===== src/rtl/ram_access_ctrl_pkg.sv =====
// Shared types and constants for the load/store SRAM access controller.
// Holds the bus widths, FSM state encodings and the address range check.
package ram_access_ctrl_pkg;

    localparam int ADDR_W = 32;
    localparam int DATA_W = 32;

    localparam logic [DATA_W-1:0] ZERO_WORD    = '0;
    localparam logic              TRUE         = 1'b1;
    localparam logic              FALSE        = 1'b0;
    localparam logic              WRITE_ENABLE = 1'b1;
    localparam logic              READ_ENABLE  = 1'b0;

    typedef enum logic [1:0] {
        RAM_ST_IDLE   = 2'd0,
        RAM_ST_ACCESS = 2'd1,
        RAM_ST_DONE   = 2'd2
    } ram_state_e;

    // Any byte-address bit above the SRAM word window makes the request unreachable.
    function automatic logic addr_out_of_range(input logic [ADDR_W-1:0] addr,
                                               input int unsigned       sram_aw);
        return (addr >> (sram_aw + 2)) != '0;
    endfunction

endpackage


===== src/rtl/ram_access_ctrl.sv =====
// Memory-side responder for pipeline load/store requests: latches one request,
// runs a wait-stated access on an asynchronous SRAM and returns a one-cycle ready.
module ram_access_ctrl
    import ram_access_ctrl_pkg::*;
#(
    parameter int WAIT_CYCLES = 2,
    parameter int SRAM_AW     = 20
) (
    input  logic                clk,
    input  logic                rst,
    input  logic                ram_en,
    input  logic                ram_write_en,
    input  logic [3:0]          ram_write_sel,
    input  logic [ADDR_W-1:0]   ram_addr,
    input  logic [DATA_W-1:0]   ram_write_data,
    output logic [DATA_W-1:0]   ram_read_data,
    output logic                ram_ready,
    output logic                bus_err,
    output logic                stall_req,
    output logic                sram_ce_n,
    output logic                sram_oe_n,
    output logic                sram_we_n,
    output logic [3:0]          sram_be_n,
    output logic [SRAM_AW-1:0]  sram_addr,
    output logic [DATA_W-1:0]   sram_wdata,
    output logic                sram_data_oe,
    input  logic [DATA_W-1:0]   sram_rdata
);

    localparam int CNT_W = (WAIT_CYCLES < 1) ? 1 : $clog2(WAIT_CYCLES + 1);
    localparam logic [CNT_W-1:0] CNT_LOAD = CNT_W'(WAIT_CYCLES);
    localparam logic [CNT_W-1:0] CNT_ONE  = CNT_W'(1);

    ram_state_e           state_q;
    logic [CNT_W-1:0]     cnt_q;
    logic [CNT_W-1:0]     cnt_d;
    logic                 req_we_q;
    logic [3:0]           req_sel_q;
    logic [SRAM_AW-1:0]   req_addr_q;
    logic [DATA_W-1:0]    req_wdata_q;
    logic [DATA_W-1:0]    rdata_q;
    logic                 ready_q;
    logic                 bus_err_q;
    logic                 ce_n_q;
    logic                 oe_n_q;
    logic                 we_n_q;
    logic [3:0]           be_n_q;
    logic                 data_oe_q;

    logic                 req_oor_d;
    logic                 req_nop_d;
    logic                 req_is_store_d;
    logic                 unused_addr_lsb;

    assign unused_addr_lsb = ^ram_addr[1:0];

    always_comb begin
        req_is_store_d = (ram_write_en == WRITE_ENABLE);
        req_oor_d      = addr_out_of_range(ram_addr, SRAM_AW);
        req_nop_d      = req_is_store_d && (ram_write_sel == 4'b0000);
        cnt_d          = (cnt_q != '0) ? (cnt_q - CNT_ONE) : cnt_q;
    end

    always_ff @(posedge clk or negedge rst) begin
        if (!rst) begin
            state_q     <= RAM_ST_IDLE;
            cnt_q       <= '0;
            req_we_q    <= READ_ENABLE;
            req_sel_q   <= 4'b0000;
            req_addr_q  <= '0;
            req_wdata_q <= ZERO_WORD;
            rdata_q     <= ZERO_WORD;
            ready_q     <= FALSE;
            bus_err_q   <= FALSE;
            ce_n_q      <= 1'b1;
            oe_n_q      <= 1'b1;
            we_n_q      <= 1'b1;
            be_n_q      <= 4'b1111;
            data_oe_q   <= FALSE;
        end else begin
            ready_q   <= FALSE;
            bus_err_q <= FALSE;
            case (state_q)
                RAM_ST_IDLE: begin
                    if (ram_en) begin
                        req_we_q    <= ram_write_en;
                        req_sel_q   <= ram_write_sel;
                        req_addr_q  <= ram_addr[SRAM_AW+1:2];
                        req_wdata_q <= ram_write_data;
                        cnt_q       <= CNT_LOAD;
                        if (req_oor_d || req_nop_d) begin
                            // Nothing to do on the SRAM: answer on the next cycle.
                            state_q   <= RAM_ST_DONE;
                            ready_q   <= TRUE;
                            bus_err_q <= req_oor_d;
                            rdata_q   <= ZERO_WORD;
                        end else begin
                            state_q   <= RAM_ST_ACCESS;
                            ce_n_q    <= 1'b0;
                            oe_n_q    <= req_is_store_d;
                            we_n_q    <= !req_is_store_d;
                            be_n_q    <= req_is_store_d ? ~ram_write_sel : 4'b0000;
                            data_oe_q <= req_is_store_d;
                        end
                    end
                end
                RAM_ST_ACCESS: begin
                    if (cnt_q != '0) begin
                        cnt_q <= cnt_d;
                        // Release WE one cycle early so data is held past the strobe edge.
                        if (cnt_q == CNT_ONE && req_we_q == WRITE_ENABLE) begin
                            we_n_q <= 1'b1;
                        end
                    end else begin
                        state_q   <= RAM_ST_DONE;
                        ready_q   <= TRUE;
                        rdata_q   <= (req_we_q == WRITE_ENABLE) ? ZERO_WORD : sram_rdata;
                        ce_n_q    <= 1'b1;
                        oe_n_q    <= 1'b1;
                        we_n_q    <= 1'b1;
                        be_n_q    <= 4'b1111;
                        data_oe_q <= FALSE;
                    end
                end
                RAM_ST_DONE: begin
                    state_q <= RAM_ST_IDLE;
                end
                default: begin
                    state_q <= RAM_ST_IDLE;
                end
            endcase
        end
    end

    assign stall_req     = ((state_q == RAM_ST_IDLE) && ram_en) || (state_q == RAM_ST_ACCESS);
    assign ram_read_data = rdata_q;
    assign ram_ready     = ready_q;
    assign bus_err       = bus_err_q;
    assign sram_ce_n     = ce_n_q;
    assign sram_oe_n     = oe_n_q;
    assign sram_we_n     = we_n_q;
    assign sram_be_n     = be_n_q;
    assign sram_addr     = req_addr_q;
    assign sram_wdata    = req_wdata_q;
    assign sram_data_oe  = data_oe_q;

    logic [3:0] unused_sel;
    assign unused_sel = req_sel_q;

endmodule

===== config.mk =====
export PLATFORM = sky130hd
export DESIGN_NAME = ram_access_ctrl
export DESIGN_NICKNAME = d
export VERILOG_FILES = /design/src/rtl/ram_access_ctrl_pkg.sv /design/src/rtl/ram_access_ctrl.sv
export SDC_FILE = /design/constraint.sdc
export NUM_CORES = 1
export LEC_CHECK = 0
export CAP_MARGIN = 15
export CORE_ASPECT_RATIO = 0.9
export CORE_MARGIN = 2
export CORE_UTILIZATION = 44
export CTS_CLUSTER_DIAMETER = 60
export DETAILED_ROUTE_END_ITERATION = 8
export GPL_TIMING_DRIVEN = 0
export HOLD_SLACK_MARGIN = 0.12
export PLACE_DENSITY = 0.86
export REMOVE_ABC_BUFFERS = 1
export SKIP_CTS_REPAIR_TIMING = 1
export SYNTH_ARGS = -nofsm -noshare
export SYNTH_HDL_FRONTEND = slang
export SYNTH_SLANG_ARGS = --single-unit

===== constraint.sdc =====
create_clock -name clk -period 4.3 [get_ports clk]
set_input_delay 0.645 -clock clk [delete_from_list [all_inputs] [get_ports clk]]
set_output_delay 0.645 -clock clk [all_outputs]
set_load 0.02 [all_outputs]

# After elaboration in Yosys (flattened, before gate mapping)

Index checks and enable logic that the tools add are counted.

Output and inout port bits: 95
Bits in read-only memories: 0
Bits in registers: 99
Bits in latches: 0
Bits in writable memories: 0
Memories: 0
Logic and storage cells: 78
Input bits: 104

Bitwise logic cells: 1
Add/sub/neg operators: 1
Reductions and logical operators: 17
Shift-type cells: 0
Muxes and demuxes: 38
$mul: 0
Eq/ne operators: 8
Magnitude comparators: 0
Div/mod/pow operators: 0

Operator list:

| operator                                             | number |
|---|---|
| 2-to-1 mux 32 bit                                    | 4 |
| one-hot mux 32 bit (2 select lines)                  | 1 |
| nonzero test 32 bit                                  | 1 |
| 2-to-1 mux 1 bit                                     | 16 |
| 2-to-1 mux 4 bit                                     | 4 |
| AND reduction 4 bit                                  | 3 |
| 2-to-1 mux 2 bit                                     | 5 |
| != test 2 bit (second input constant)                | 5 |
| one-hot mux 1 bit (2 select lines)                   | 5 |
| one-hot mux 2 bit (2 select lines)                   | 2 |
| one-hot mux 4 bit (2 select lines)                   | 1 |
| equality test 2 x 1 -> 1 bit (second input constant) | 2 |
| zero test 4 bit                                      | 1 |
| NOT 4 bit                                            | 1 |
| AND reduction 2 bit                                  | 2 |
| nonzero test 2 bit                                   | 2 |
| logical AND 1 bit                                    | 3 |
| != test 3 bit (second input constant)                | 1 |
| AND reduction 3 bit                                  | 1 |
| zero test 2 bit                                      | 1 |
| logical OR 1 bit                                     | 2 |
| subtractor 2 x 1 -> 2 bit (second input constant)    | 1 |
| zero test 1 bit                                      | 1 |

# Depth between registers and ports, before layout

Gate-level depths: netlist of the first run.

Depth in word-level cells: 6
Gate-level depth with buffers: 7
Mapped depth without buffers: 6

# Worst setup path before layout of the first run

No wires, ideal clock.

Path type: in2reg
Start point: in ram_write_sel[0]
End point: reg rdata_q[25], in the netlist ram_read_data[25]
Data arrival time: 1.695 ns
Path slack: 2.484 ns
Setup time: 0.120 ns
Data required time: 4.180 ns
Buffers on the path: 1
Stages: 5
Cells stage by stage: nand2b_2 or4_4 a21oi_4 buf_6 a21oi_1

Word-level cells in the longest chain between the ends: 5

RTL lines:

| item                          | line                   | source |
|---|---|---|
| start: declaration            | ram_access_ctrl.sv:13  | `input logic [3:0] ram_write_sel,` |
| zero test 4 bit               | ram_access_ctrl.sv:60  | `req_nop_d = req_is_store_d && (ram_write_sel == 4'b0000);` |
| logical AND 1 bit             | ram_access_ctrl.sv:60  |  |
| logical OR 1 bit              | ram_access_ctrl.sv:91  | `if (req_oor_d \|\| req_nop_d) begin` |
| != test 2 bit (no line)       | --                     |  |
| AND reduction 4 bit (no line) | --                     |  |
| end signal: assignment        | ram_access_ctrl.sv:117 | `rdata_q <= (req_we_q == WRITE_ENABLE) ? ZERO_WORD : sram_rdata;` |
| end: declaration              | ram_access_ctrl.sv:41  | `logic [DATA_W-1:0] rdata_q;` |

Every way passes these cells.
A chain may end at the register's enable or synchronous reset.

# Worst setup path in the final report of the first run

Start point: in ram_en
End point: out stall_req

Word-level cells in the longest chain between the ends: 2

RTL lines:

| item               | line                   | source |
|---|---|---|
| start: declaration | ram_access_ctrl.sv:11  | `input logic ram_en,` |
| logical AND 1 bit  | ram_access_ctrl.sv:135 | `assign stall_req = ((state_q == RAM_ST_IDLE) && ram_en) \|\| (state_q == RAM_ST_ACCESS);` |
| logical OR 1 bit   | ram_access_ctrl.sv:135 |  |
| end: declaration   | ram_access_ctrl.sv:19  | `output logic stall_req,` |

Every way passes these cells.

==> flow_metrics.py, run 1 <==
metrics = {
    "die": {
        "die_w_um": 105.5,
        "ioPinCount": 199,
        "die_h_um": 95.38,
        "rows": 33,
        "start_util_pct": 44.94,
        "die_area_um2": 10070,
        "core_area_um2": 9084,
    },
    "clock_network": {
        "cts_tree": "yes",
        "htree_levels": 3,
        "clkTransAtPathRegs_ns": 0.09,
        "cts_made_buffers": 9,
        "clock-sinks": 99,
        "clock_path_buffers": 2,
        "root_buffer": "clkbuf_8",
        "clk_latency_ns": 0.34,
    },
    "route": {
        "drt-met1-wl_um": 4516,
        "wl_met3_um": 1246,
        "dr_wl_met2_um": 5463,
        "highest_layer": "met4",
        "first_pass_iters": 5,
        "vias": 3716,
        "drc": 0,
        "wl_per_cell_um": 15.05,
        "drtIter0Drc": 150,
        "ant_nets": 0,
        "viasPerCell": 4.948,
        "drt-total-wl_um": 11300,
    },
    "worst_setup_path": {
        "worstPathRequired_ns": 3.65,
        "end_kind": "output port",
        "worst-path-buf-inv": 3,
        "slowest_delay_ns": 0.59,
        "worstSetupStartpointType": "primary input",
        "r2r_slack_ns": 2.16,
        "path_class": "in2out",
        "path_delay_family": "buffers and inverters",
        "cp_max_fo": 10,
        "reg2reg_from": "state_q[0]",
        "cp.arrival_ns": 2.70,
        "worst_r2r_path_depth": 5,
        "path_cells": "clkdlybuf4s50_1, nor3b_2, buf_6, or2_2, clkdlybuf4s50_1",
        "cp_common_cell": "clkdlybuf4s50_1",
        "rr_endpoint": "ram_read_data[26]",
        "cp_slowest_cell": "nor3b_2",
    },
    "synth": {
        "netlist_area_um2": 4083,
        "synth_cell_types": 32,
        "synth_area_leaders": "dfrtp_1 56%, nand2_1 18%, nand3b_1 5.9%, dfstp_2 4.5%, a21oi_1 4.3%",
        "yosysTopAreaCellShare_pct": 56.39,
        "synth_area_leader_cell": "dfrtp_1",
        "avgSynthCellArea_um2": 9.364,
        "syn_inst": 436,
        "synth_seq_cells": 99,
        "ys_seq_area_share_pct": 60.89,
        "yosys_warnings": 0,
    },
    "timing": {
        "timing.hold.ws_ns": 0.2664,
        "relSlewSlack_pct": 30.26,
        "setup_viol": 0,
        "fin_skew_ns": 0.007577,
        "tns_ns": 0,
        "layout_setup_ws_ns": 0.9575,
        "hold_viol": 0,
        "finalCriticalPeriod_ns": 3.343,
        "clock.fmax_mhz": 299.2,
        "drv_slew": 0,
        "tightest_slew_ns": 1.044,
        "rsz0062_at_grt": "false",
        "min_period_over_period_pct": 77.73,
    },
    "placement": {
        "place_hpwl_um": 8233,
        "gp_congestion": 0.7845,
        "pre_cts_ws_ns": 0.9696,
        "portBuffers": 196,
    },
    "worst_hold_path": {
        "hp-class": "in2async",
    },
    "layout": {
        "drive_gt1_share_pct": 6.359,
        "diodes": 0,
        "utilization_pct": 70.55,
        "nets": 730,
        "syn_to_final_growth_pct": 56.97,
        "final_common_cell": "clkdlybuf4s50_1",
        "most-common-layout-cells": "195 x clkdlybuf4s50_1, 193 x nand2_1, 92 x dfrtp_1, 35 x a21oi_1, 32 x nand3b_1",
    },
    "pwr": {
        "p_clk_share_pct": 30.4,
        "power.density_nw_per_um2": 340.4,
        "power_frac_seq_pct": 48.0,
        "ir_worst_vdd_v": 0.0002603,
        "intPower_mw": 1.594,
        "p_comb_share_pct": 21.7,
        "power_mw": 2.181,
        "leakagePower_nw": 2.852,
        "switchingPower_uw": 587.3,
        "swShare_pct": 26.92,
    },
    "run": {
        "drv_cap": 0,
    },
    "global_route": {
        "grtUsageTotal_pct": 22.78,
        "grt_pass1_wl_um": 18360,
        "grt_antenna_before_repair": 0,
        "grt_pass1_vias": 3796,
        "grt-ovfl-total": 0,
        "grt_max_degree": 62,
    },
    "run_status": {
        "outcome": "complete, no violations",
    },
}
-- sequential cells by signal (all words and copies together), names as in the netlist, 2 cells and up --
name and cells:
sram_be_n 4, cnt_q 2, sram_addr 20, state_q 2, ram_read_data 32, sram_wdata 32
-- layout make-up --
type | instances | area (um^2)
multi-input cells | 308 | 1465
flip-flops and latches | 99 | 2486
fillers | 674 | 2675
inverters | 3 | 11.26
repair buffers | 203 | 2067
clock inverters | 5 | 85.08
clock buffers | 11 | 141.4
well taps | 122 | 152.6
-- routing by layer --
metal / vias to the layer above / global-route usage, %
li1: 1773 / -
met1: 1769 / 27.93
met2: 165 / 38.39
met3: 9 / 9.091
met4: 0 / 5.044
met5: - / 0
-- synth_stat cells (all sizes together) --
| library cell | number |
|---|---|
| nor3b | 2 |
| dfstp | 7 |
| nor3 | 1 |
| nor2 | 13 |
| mux2i | 4 |
| or4 | 1 |
| a21oi | 37 |
| or2 | 3 |
| dfrtp | 92 |
| nand3b | 32 |
| or2b | 2 |
| ha | 2 |
| o21ai | 6 |
| buf | 16 |
| inv | 3 |
| and2b | 1 |
| o41ai | 1 |
| nand2b | 2 |
| and2 | 1 |
| nand2 | 194 |
| nand3 | 1 |
| a211oi | 1 |
| clkbuf | 10 |
| and4 | 1 |
| nand4 | 2 |
| nor4 | 1 |
-- per-stage QoR --
stage | instances | cell area (um^2)
after floorplan | 410 | 3955
after global placement | 728 | 6070
after detailed placement | 735 | 6182
after CTS | 751 | 6409
after global routing | 751 | 6409
final | 751 | 6409
-- cell families after synthesis --
group | count (synthesis) | synth area share, %
flip-flops | 99 | 60.90
multiplexers | 4 | 0.9807
AND/OR/NAND/NOR | 257 | 28.07
adder cells (fa/ha/maj) | 2 | 0.6128
AO/OA/AOI/OAI | 45 | 6.038
buffers and inverters | 29 | 3.402
-- power groups by stage --
stage               registers (mW)  logic [mW]  clock network (mW)
detailed placement            1.06       0.476                   0
global placement              1.06       0.461                   0
finish                        1.05       0.473               0.663
global route                  1.06       0.510               0.720
floorplan                     1.14      0.0967                   0
CTS                           1.05       0.479               0.685
-- worst reg2reg max path, delay by kind of cell, from the launching register on --
kind | cells | cell delay (ns)
AOI/OAI and AO/OA | 2 | 0.83
DFF | 1 | 0.44
and+or+nand+nor | 2 | 0.43
buffers and inverters | 1 | 0.28
-- worst max path at each step --
stage / end / start / cells after the start
after global routing: stall_req / ram_en / 5
after floorplan: sram_be_n[0] / ram_en / 4
after global placement: stall_req / ram_en / 4
final: stall_req / ram_en / 5
after CTS: stall_req / ram_en / 5
after detailed placement: stall_req / ram_en / 5
No activity file was read; power rests on OpenSTA's default activity.
==> inputs of run 2 (changes only) <==
CORE_UTILIZATION = 41   (was 44)
PLACE_DENSITY = 0.81   (was 0.86)
clock period = 3.1 ns   (was 4.3 ns; I/O delays follow)
==> run 2 against run 1 <==
Clock skew rose by 0.0061 ns. Routed wire length rose by 0.75%. Die area rose by 7.0%. Largest cell class unchanged. Non-clock buffer count rose by 1. Clock-buffer cell count did not move. Sequential power rose by 38%. Global-route usage fell by 1.1 points. Critical path depth did not move. Combinational power rose by 39%.
==> flow_metrics.py, run 2 (synthesis gave the netlist of run 1 again) <==
metrics = {
    "run_status": {
        "outcome": "complete, no violations",
    },
    "die": {
        "die_h_um": 98.67,
        "ioPinCount": 199,
        "rows": 34,
        "start_util_pct": 42.09,
        "die_w_um": 109.2,
        "die_area_um2": 10770,
        "core_area_um2": 9699,
    },
    "placement": {
        "pre_cts_ws_ns": -0.1939,
        "portBuffers": 196,
        "gp_congestion": 0.7619,
        "place_hpwl_um": 8211,
    },
    "clock_network": {
        "htree_levels": 3,
        "clock_path_buffers": 2,
        "cts_tree": "yes",
        "root_buffer": "clkbuf_8",
        "clk_latency_ns": 0.37,
        "clkTransAtPathRegs_ns": 0.09,
        "cts_made_buffers": 9,
        "clock-sinks": 99,
    },
    "layout": {
        "nets": 731,
        "most-common-layout-cells": "195 x clkdlybuf4s50_1, 193 x nand2_1, 92 x dfrtp_1, 35 x a21oi_1, 32 x nand3b_1",
        "fillers": 786,
        "drive_gt1_share_pct": 6.508,
        "syn_to_final_growth_pct": 57.43,
        "utilization_pct": 66.27,
        "seq_area_um2": 2486,
        "final_common_cell": "clkdlybuf4s50_1",
        "multi_input_area_um2": 1471,
        "diodes": 0,
    },
    "route": {
        "ant_nets": 0,
        "viasPerCell": 4.772,
        "drt-total-wl_um": 11390,
        "vias": 3608,
        "first_pass_iters": 4,
        "wl_per_cell_um": 15.06,
        "drc": 0,
        "drtIter0Drc": 141,
    },
    "timing": {
        "tns_ns": 0,
        "layout_setup_ws_ns": 0.4246,
        "fin_skew_ns": 0.01372,
        "tightest_slew_ns": 1.107,
        "clock.fmax_mhz": 373.8,
        "hold_viol": 0,
        "relSlewSlack_pct": 26.02,
        "min_period_over_period_pct": 86.30,
        "rsz0062_at_grt": "false",
        "drv_slew": 0,
        "timing.hold.ws_ns": 0.1155,
        "setup_viol": 0,
        "finalCriticalPeriod_ns": 2.675,
    },
    "worst_setup_path": {
        "end_kind": "output port",
        "worstPathRequired_ns": 2.63,
        "cp_max_fo": 16,
        "worstSetupStartpointType": "primary input",
        "cp.arrival_ns": 2.21,
        "r2r_slack_ns": 1.09,
        "path_class": "in2out",
    },
    "global_route": {
        "grtUsageTotal_pct": 21.72,
        "grt_pass1_vias": 3844,
        "grt_pass1_wl_um": 18530,
        "grt_antenna_before_repair": 0,
        "grt_max_degree": 53,
        "grt-ovfl-total": 0,
    },
    "run": {
        "drv_cap": 0,
    },
    "worst_hold_path": {
        "hp-class": "in2async",
    },
    "pwr": {
        "leakagePower_nw": 2.858,
        "power.density_nw_per_um2": 473.5,
        "ir_worst_vdd_v": 0.0002888,
        "power_mw": 3.043,
    },
}
-- run 2: through the flow --
step / cell area, um^2 / instances
floorplan: 3955 / 410
global placement: 6075 / 732
detailed placement: 6180 / 738
CTS: 6406 / 754
global route: 6427 / 756
finish: 6427 / 756
-- run 2: worst paths after layout --
| check | cells past startpoint | end | from |
|---|---|---|---|
| hold reg to reg | 2 | sram_wdata[21] | sram_wdata[21] |
| hold / removal | 1 | ram_read_data[25] | rst |
| setup reg to reg | 5 | ram_read_data[19] | state_q[0] |
| setup / recovery | 5 | stall_req | ram_en |
| min in group clk | 2 | sram_wdata[21] | sram_wdata[21] |
| max in group asynchronous | 2 | sram_we_n | rst |
-- run 2: final cells by class --
class                           count  share of cell area, %
Sequential cell                    99                  38.68
Timing Repair Buffer              204                  32.28
Multi-Input combinational cell    308                  22.89
Tap cell                          126                  2.453
Clock buffer                       11                  2.200
Clock inverter                      5                  1.324
Inverter                            3                 0.1752
-- run 2: where the power goes --
part / total, mW / internal [mW] / switching (mW)
combinational: 0.657 / 0.345 / 0.312
clock: 0.933 / 0.482 / 0.451
sequential: 1.45 / 1.39 / 0.0674
-- run 2: layer usage --
metal | GRT usage [%] | vias up | part of all wire (%)
li1 | - | 1772 | -
met1 | 26.02 | 1673 | 41
met2 | 36.50 | 150 | 47
met3 | 9.127 | 13 | 11
met4 | 4.966 | 0 | 1.1
met5 | 0 | - | 0
-- run 2: worst max-delay path, stage by stage --
cell,delay [ns]
clkdlybuf4s50_1,0.52
nor3b_4,0.27
buf_6,0.21
or2_2,0.14
clkdlybuf4s50_1,0.61
==> patch, RTL diff (flow settings as in run 2) <==
Register the output `bus_err` once more, without a reset; this adds one clock of latency there. The other outputs are not delayed to match.
--- a/src/rtl/ram_access_ctrl.sv
+++ b/src/rtl/ram_access_ctrl.sv
@@ -135,7 +135,9 @@
     assign stall_req     = ((state_q == RAM_ST_IDLE) && ram_en) || (state_q == RAM_ST_ACCESS);
     assign ram_read_data = rdata_q;
     assign ram_ready     = ready_q;
-    assign bus_err       = bus_err_q;
+    always_ff @(posedge clk) begin
+        bus_err <= bus_err_q;
+    end
     assign sram_ce_n     = ce_n_q;
     assign sram_oe_n     = oe_n_q;
     assign sram_we_n     = we_n_q;
Function: changed (a bounded check fails within 4 cycles, from zero or initial values and one cycle with rst low).
==> patch against run 2 <==
First-iteration DRC count is 28% higher; clock skew is 4.8 ps lower; design area stayed put; cell count stayed put; critical endpoint unchanged; power is 2.4% lower; sequential cell count is 1 higher; routed wire length is 1.4% lower; synthesized area is 0.49% higher; global-route usage is 0.54 points lower; count of clock-buffer cells in the layout stayed put; worst setup slack worse by 130 ps; clock power is 9.1% lower; register-to-register slack better by 40 ps.
==> patch: results (changes against run 2) <==
synth:
  yosys-top-cells-area: "dfrtp_1 (56%), nand2_1 (18%), nand3b_1 (5.9%)"
  avgSynthCellArea_um2: 9.388  # +0.26%
  yosysWarnings: 0  # unchanged
  ys.flop_type: "dfrtp_1"
  synth_seq_area_share: 0.6109  # +0.001908
  ys_types: 33  # +3.1%
  synthTopCellsByCount: "nand2_1 (194), dfrtp_1 (92), a21oi_1 (35)"
  ys_async_sr_fraction: 0.9900  # -0.01000
grt:
  use_met1: 0.2476  # -0.01259
  grt_use_met2: 0.3509  # -0.01412
  grt_pass1_vias: 3783  # -1.6%
  track_usage: 0.2119  # -0.005361
  grtUsageMet3: 0.1005  # +0.009259
  grt_start_max_net_pins: 51  # -3.8%
  antenna_found_initial: 0  # unchanged
  grt_pass1_wl_um: 17950  # -3.2%
detailed_routing:
  drt-total-wl_um: 11230  # -1.4%
  dr.first_iter.drc_count: 181  # +28%
  drt_pass1_iterations: 4  # unchanged
  wl_per_cell_um: 14.85  # -1.4%
  viasPerCell: 4.828  # +1.2%
final_layout:
  final.fill_count: 777  # -1.1%
  nNetsFinal: 731  # unchanged
  antenna_cells: 0  # unchanged
  drive_above_1_share: 0.06349  # -0.001587
place:
  routabilityCongestion: 0.7571  # -0.63%
  dp.cells: 740  # +0.27%
  place_ws_ps: 98.60  # +292.5 ps
  port_buffers: 196  # unchanged
  dpl.hpwl_um: 8101  # -1.3%
worst_setup_path:
  arrival_ps: 2340  # +130 ps
  cp_max_fo: 12  # -4
  regToRegSetupSlack_ps: 1130  # +40 ps
timing:
  final.setup_skew_ps: 8.906  # -4.813 ps
  worst_pin_slew_ps: 1032  # -74.69 ps
  period_needed_ps: 2804  # +128.2 ps
outcome:
  status: "complete, no violations"
clock_network:
  clk_latency_ps: 360
  h-tree-depth: 3  # unchanged
  cts_root_buf: "clkbuf_8"
  cts_buffers: 9  # unchanged
  clk_path_buf_depth: 2  # unchanged
  clkSlewWorstSetupHoldPaths_ps: 90  # about the same
pwr:
  vdd_drop_max_uv: 385.8  # +34%
  p_leak_nw: 2.855  # -0.10%
worst_hold_path:
  hp-class: "in2async"
patch: cells by family after synthesis:
family / after synthesis / synth area share
flops: 100 / 0.6109
compound gates: 45 / 0.06008
mux: 4 / 0.009759
simple gates: 257 / 0.2794
fa+ha+maj: 2 / 0.006098
buf+inv: 29 / 0.03385
patch: metal layers:
layer | up-vias | routed length (µm)
met5 | - | 0
met4 | 0 | 85
met3 | 10 | 1327
met2 | 148 | 5348
met1 | 1720 | 4466
li1 | 1772 | -
patch: layout make-up:
cell class,count,area share
inverters,3,0.001752
well taps,126,0.02453
clock inverters,5,0.009344
multi-input cells,308,0.2289
flip-flops and latches,100,0.3899
repair buffers,203,0.3235
clock buffers,11,0.02200
patch: where the power goes:
group	leakage [nW]	switching [W]	internal [W]	total [W]
clock network	0.0999	0.000449	0.000399	0.000848
registers	1.27	0.0000670	0.00140	0.00147
logic	1.49	0.000311	0.000343	0.000654
total	2.85	0.000827	0.00214	0.00297
patch: path summary, 6_finish.rpt:
path	startpoint	end	cells after the start
min reg2reg	bus_err_q	bus_err	0
max in group asynchronous	rst	sram_oe_n	2
min in group clk	bus_err_q	bus_err	0
min	rst	ram_read_data[28]	1
max reg2reg	state_q[0]	state_q[1]	4
max	ram_en	stall_req	4
patch: stage by stage:
step / area [µm²] / hold slack (ps) / setup TNS, ps
after floorplan: 3975 / 169.4 / -48840
after global placement: 6095 / 329.0 / -407580
after detailed placement: 6220 / 336.0 / 0
after CTS: 6421 / 131.1 / 0
after global routing: 6427 / 161.2 / 0
final: 6427 / 133.9 / 0
patch: critical path, stage by stage:
cell	delay (ps)
clkdlybuf4s50_1	510
nor3b_4	530
or2_2	230
clkdlybuf4s50_1	600
